`config.mk`:
```
export PLATFORM = sky130hd
export DESIGN_NAME = wait_state_memory
export DESIGN_NICKNAME = d
export VERILOG_FILES = /design/src/rtl/wait_state_memory.sv
export SDC_FILE = /design/constraint.sdc
export NUM_CORES = 1
export LEC_CHECK = 0
export ABC_AREA = 1
export BUFFER_PORTS_ARGS = -buffer_cell sky130_fd_sc_hd__buf_4
export CAP_MARGIN = 20
export CORE_MARGIN = 1
export CORE_UTILIZATION = 50
export DETAILED_ROUTE_END_ITERATION = 16
export GPL_TIMING_DRIVEN = 0
export HOLD_SLACK_MARGIN = 0.15
export PLACE_DENSITY = 0.75
export SYNTH_ARGS = -nofsm -noshare
export SYNTH_HDL_FRONTEND = slang
export SYNTH_SLANG_ARGS = --single-unit
```
`constraint.sdc`:
```
create_clock -name clk -period 2.7 [get_ports clk]
set_clock_uncertainty 0.15 [all_clocks]
set_input_delay 0.54 -clock clk [delete_from_list [all_inputs] [get_ports clk]]
set_output_delay 0.54 -clock clk [all_outputs]
set_load 0.05 [all_outputs]
```
`src/rtl/wait_state_memory.sv`:
```
// Word-addressed synchronous RAM with programmable wait states, a registered
// one-cycle resp pulse and an error flag for out-of-range or illegal requests.
module wait_state_memory #(
  parameter int    DATA_WIDTH = 8,
  parameter int    DEPTH      = 8,
  parameter int    ADDR_WIDTH = 8,
  parameter int    LATENCY    = 2,
  parameter string INIT_FILE  = "memory.lst"
) (
  input  logic                  clk,
  input  logic                  rst_n,
  input  logic                  read,
  input  logic                  write,
  input  logic [ADDR_WIDTH-1:0] addr,
  input  logic [DATA_WIDTH-1:0] wdata,
  output logic                  resp,
  output logic [DATA_WIDTH-1:0] rdata,
  output logic                  err,
  output logic                  busy
);

  localparam int IDX_W = (DEPTH > 1) ? $clog2(DEPTH) : 1;

  typedef enum logic [1:0] {IDLE, WAIT, RESP} state_t;

  logic [DATA_WIDTH-1:0] mem [DEPTH];

  state_t                state;
  logic [3:0]            count;
  logic [ADDR_WIDTH-1:0] addr_q;
  logic [DATA_WIDTH-1:0] wdata_q;
  logic                  rd_q;
  logic                  wr_q;

  logic                  in_range;
  logic                  illegal;
  logic                  finishing;
  logic                  commit_write;
  logic                  commit_read;
  logic [IDX_W-1:0]      idx;

  assign in_range     = 32'(addr_q) < 32'(DEPTH);
  assign idx          = addr_q[IDX_W-1:0];
  assign illegal      = rd_q & wr_q;
  assign finishing    = (state == WAIT) && (count == 4'd0);
  assign commit_write = finishing && wr_q && !rd_q && in_range;
  assign commit_read  = finishing && rd_q && !wr_q && in_range;

  // The counter starts at LATENCY so resp lands at acceptance + LATENCY + 1.
  always_ff @(posedge clk or negedge rst_n) begin
    if (!rst_n) begin
      state   <= IDLE;
      count   <= 4'd0;
      addr_q  <= '0;
      wdata_q <= '0;
      rd_q    <= 1'b0;
      wr_q    <= 1'b0;
      resp    <= 1'b0;
      err     <= 1'b0;
      busy    <= 1'b0;
      rdata   <= '0;
    end else begin
      case (state)
        IDLE: begin
          if (read || write) begin
            addr_q  <= addr;
            wdata_q <= wdata;
            rd_q    <= read;
            wr_q    <= write;
            count   <= 4'(LATENCY);
            busy    <= 1'b1;
            state   <= WAIT;
          end
        end
        WAIT: begin
          if (count == 4'd0) begin
            state <= RESP;
            resp  <= 1'b1;
            err   <= illegal || !in_range;
            if (commit_read) begin
              rdata <= mem[idx];
            end
          end else begin
            count <= count - 4'd1;
          end
        end
        RESP: begin
          state <= IDLE;
          resp  <= 1'b0;
          err   <= 1'b0;
          busy  <= 1'b0;
        end
        default: state <= IDLE;
      endcase
    end
  end

  // Array has no reset so it stays inferable as RAM; contents survive rst_n.
  always_ff @(posedge clk) begin
    if (commit_write) begin
      mem[idx] <= wdata_q;
    end
  end

endmodule

```
==> flow_summary.json <==
{
  "dr.first_iter.drc_count": 163,
  "crit_fanout": 8,
  "synth_enable_flop_cells": 64,
  "pwr_density_cell_nw_per_um2": 1030,
  "post_route_cells_drive_above_1_share": 0.149,
  "post_cts_buffers": 0,
  "synth-seq-area-share": 0.642,
  "synthesis.nets": 477,
  "drt_drc_violations_left": 0,
  "grt_pass1_vias": 2920,
  "timing.critical_path.required_ns": 2.54,
  "drv_slew": 0,
  "routedWlPerCell_um": 14.3,
  "global_route.overflow_total": 0,
  "nNetsFinal": 519,
  "crit_path_top_delay_cell": "sky130_fd_sc_hd__nor2_1",
  "total_leakage_power_nw": 2.43,
  "yosysWarnings": 0,
  "place_congestion": 0.866,
  "finish.utilization": 0.589,
  "setup.worst_path.end_class": "register",
  "layout.filler_cells": 709,
  "multi_input_gate_area_um2": 1100,
  "diodes": 0,
  "fp.dieW_um": 95.4,
  "timing.setup.tns_ns": 0,
  "worstHoldStart": "wdata[0]",
  "root_buffer": "sky130_fd_sc_hd__clkbuf_8",
  "tritoncts.num_buffers": 9,
  "regToRegStartpoint": "count[0]",
  "initial_utilization": 0.523,
  "pin_count": 31,
  "worst-endpoint-arrival_ns": 2.22,
  "layout_min_cycle_time_ns": 2.38,
  "max_cap_violations": 0,
  "cp-startpoint": "count[0]",
  "p_total_mw": 5.05,
  "final-instance-count-excl-fill": 608,
  "core_um2": 8340,
  "clkSinkCount": 99,
  "distinct_cells_synth": 21,
  "period_share": 0.881,
  "cts.clk_slew.worst_paths_ns": 0.09,
  "cell_by_cell_listing_of_the_critical_path": "inv_1, ha_1, nand3_2, nor2_4, nand4_2, nor2_1",
  "syn_to_final_growth_pct": 12.7,
  "drt_pre_antenna_iters": 4,
  "hp-class": "input pin to register",
  "tightest_slew_ns": 0.793,
  "vias": 2940,
  "grt_setup_unrepaired": "false",
  "port_buffers": 30,
  "async_s_r_ff_share_synth": 0.354,
  "cp_num_buf_inv": 1,
  "grt_start_max_net_pins": 36,
  "critical-path-max-stage-delay_ns": 0.65,
  "sequential_cell_area_um2": 2800,
  "route.antenna.remaining_nets": 0,
  "grt_antenna_before_repair": 0,
  "clk_path_buf_depth": 2,
  "setup_viol": 0,
  "criticalPathCategory": "register to register",
  "syn-instance-count": 456,
  "run_status": "completed",
  "hold_viol_final": 0,
  "row_count": 33,
  "clock_insertion_delay_at_the_later_pin_of_the_skew_report_ns": 0.36,
  "track_usage": 0.214,
  "cts_htree_levels": 3,
  "cp-start-kind": "register",
  "synthesis.area_um2": 4360,
  "slew-limit-headroom": 0.469,
  "routed_wl_um": 8700,
  "chipHeight_um": 95.4,
  "critPathTopFamily": "simple AND/OR/NAND/NOR gates",
  "place.detailed.hpwl_um": 6150,
  "clock_tree_from_tritoncts": "built",
  "post_drt_via_cell_ratio": 4.84,
  "peakVddDrop_mv": 0.525,
  "clock.fmax_ghz": 0.420,
  "primary_flip_flop_cell_chosen_by_synthesis_mapping": "sky130_fd_sc_hd__edfxtp_1",
  "first_pass_grt_wire_length_um": 14000,
  "dpl_cells": 591,
  "fp.dieArea_um2": 9100,
  "ys_seq_elements": 99,
  "syn_avg_cell_area_um2": 9.56
}
-- report_power, final --
group / total, mW / internal, mW / switching, mW
Combinational: 1.85 / 0.577 / 1.27
Sequential: 2.31 / 2.00 / 0.311
Clock: 0.894 / 0.413 / 0.481
-- final timing paths --
path / to / slack, ns / cells after the start
setup / recovery: mem[3][5] / 0.32 / 6
hold / removal: wdata_q[0] / 0.23 / 3
setup reg to reg: mem[3][5] / 0.32 / 6
hold reg to reg: addr_q[6] / 0.33 / 2
max in group asynchronous: addr_q[5] / 1.56 / 2
min in group asynchronous: rdata[1] / 0.51 / 2
-- tightest hold or removal path, stage by stage --
cell and delay [ns]:
sky130_fd_sc_hd__buf_4 0.07, sky130_fd_sc_hd__nand2_1 0.04, sky130_fd_sc_hd__nand2_1 0.05
-- cells in the mapped netlist, types with 2 or more instances --
cell type / number / share of area
sky130_fd_sc_hd__nor2_2: 2 / 0.0029
sky130_fd_sc_hd__a21oi_1: 4 / 0.0046
sky130_fd_sc_hd__buf_6: 4 / 0.010
sky130_fd_sc_hd__buf_4: 3 / 0.0052
sky130_fd_sc_hd__edfxtp_1: 64 / 0.44
sky130_fd_sc_hd__nand2_1: 170 / 0.15
sky130_fd_sc_hd__inv_1: 93 / 0.080
sky130_fd_sc_hd__nand3_1: 34 / 0.039
sky130_fd_sc_hd__nand4_2: 3 / 0.0086
sky130_fd_sc_hd__inv_2: 4 / 0.0034
sky130_fd_sc_hd__buf_2: 3 / 0.0034
sky130_fd_sc_hd__o21ai_0: 8 / 0.0092
sky130_fd_sc_hd__dfrtp_1: 35 / 0.20
sky130_fd_sc_hd__nand3_2: 3 / 0.0069
sky130_fd_sc_hd__nor2_4: 5 / 0.013
sky130_fd_sc_hd__nor2_1: 16 / 0.014
-- cell type report --
cell class | count | share of cell area
Buffer | 10 | 0.0168
Clock buffer | 12 | 0.0339
Clock inverter | 4 | 0.00433
Inverter | 99 | 0.0764
Multi-Input combinational cell | 248 | 0.225
Sequential cell | 99 | 0.569
Tap cell | 105 | 0.0267
Timing Repair Buffer | 31 | 0.0479
-- kinds of logic (layout without fill, tap and decap cells) --
logic type | count (synthesis) | count (layout) | synth area share
and+or+nand+nor | 235 | 235 | 0.237
AOI/OAI and AO/OA | 12 | 12 | 0.0138
DFF | 99 | 99 | 0.642
buffers and inverters | 109 | 156 | 0.105
adders and majority gates | 1 | 1 | 0.00287
-- through the flow --
| stage | hold slack, ns | area [um2] | worst slack (ns) |
|---|---|---|---|
| after global placement | 0.305 | 4720 | 0.393 |
| after detailed placement | 0.309 | 4720 | 0.351 |
| after floorplan | 0.0944 | 4360 | 0.745 |
| after global routing | 0.230 | 4910 | 0.178 |
| final | 0.231 | 4910 | 0.322 |
| after CTS | 0.214 | 4910 | 0.337 |
-- registers in the layout, summed over array words and instances (netlist names) --
signal / count
resp: 1
wdata_q: 8
rdata: 8
count: 4
mem: 64
wr_q: 1
busy: 1
err: 1
state: 2
rd_q: 1
addr_q: 8
-- metal layers --
metal,up-vias,GRT usage,wire [um]
li1,1477,-,-
met1,1373,0.277,3670
met2,77,0.347,4170
met3,13,0.0415,661
met4,0,0.107,205
met5,-,0,0
-- cells in the final DEF (no fill, tap or decap), types with 2 or more instances in the layout --
cell type	Yosys	final
sky130_fd_sc_hd__nand3_2	3	3
sky130_fd_sc_hd__inv_2	4	4
sky130_fd_sc_hd__a21oi_1	4	4
sky130_fd_sc_hd__o21ai_0	8	8
sky130_fd_sc_hd__nor2_1	16	16
sky130_fd_sc_hd__inv_4	1	2
sky130_fd_sc_hd__nor2_2	2	2
sky130_fd_sc_hd__edfxtp_1	64	64
sky130_fd_sc_hd__buf_2	3	3
sky130_fd_sc_hd__nand4_2	3	3
sky130_fd_sc_hd__clkbuf_8	0	10
sky130_fd_sc_hd__nand3_1	34	34
sky130_fd_sc_hd__dfrtp_1	35	35
sky130_fd_sc_hd__nor2_4	5	5
sky130_fd_sc_hd__inv_1	93	93
sky130_fd_sc_hd__buf_4	3	33
sky130_fd_sc_hd__nand2_1	170	170
sky130_fd_sc_hd__clkinv_2	1	4
sky130_fd_sc_hd__buf_6	4	4
-- what timing repair did --
item / in CTS / in global routing
gates resized for setup: 0 / 0
endpoints found under the hold margin: 35 / 0
hold buffers: 1 / 0
Power figures use the tool's default switching activity.
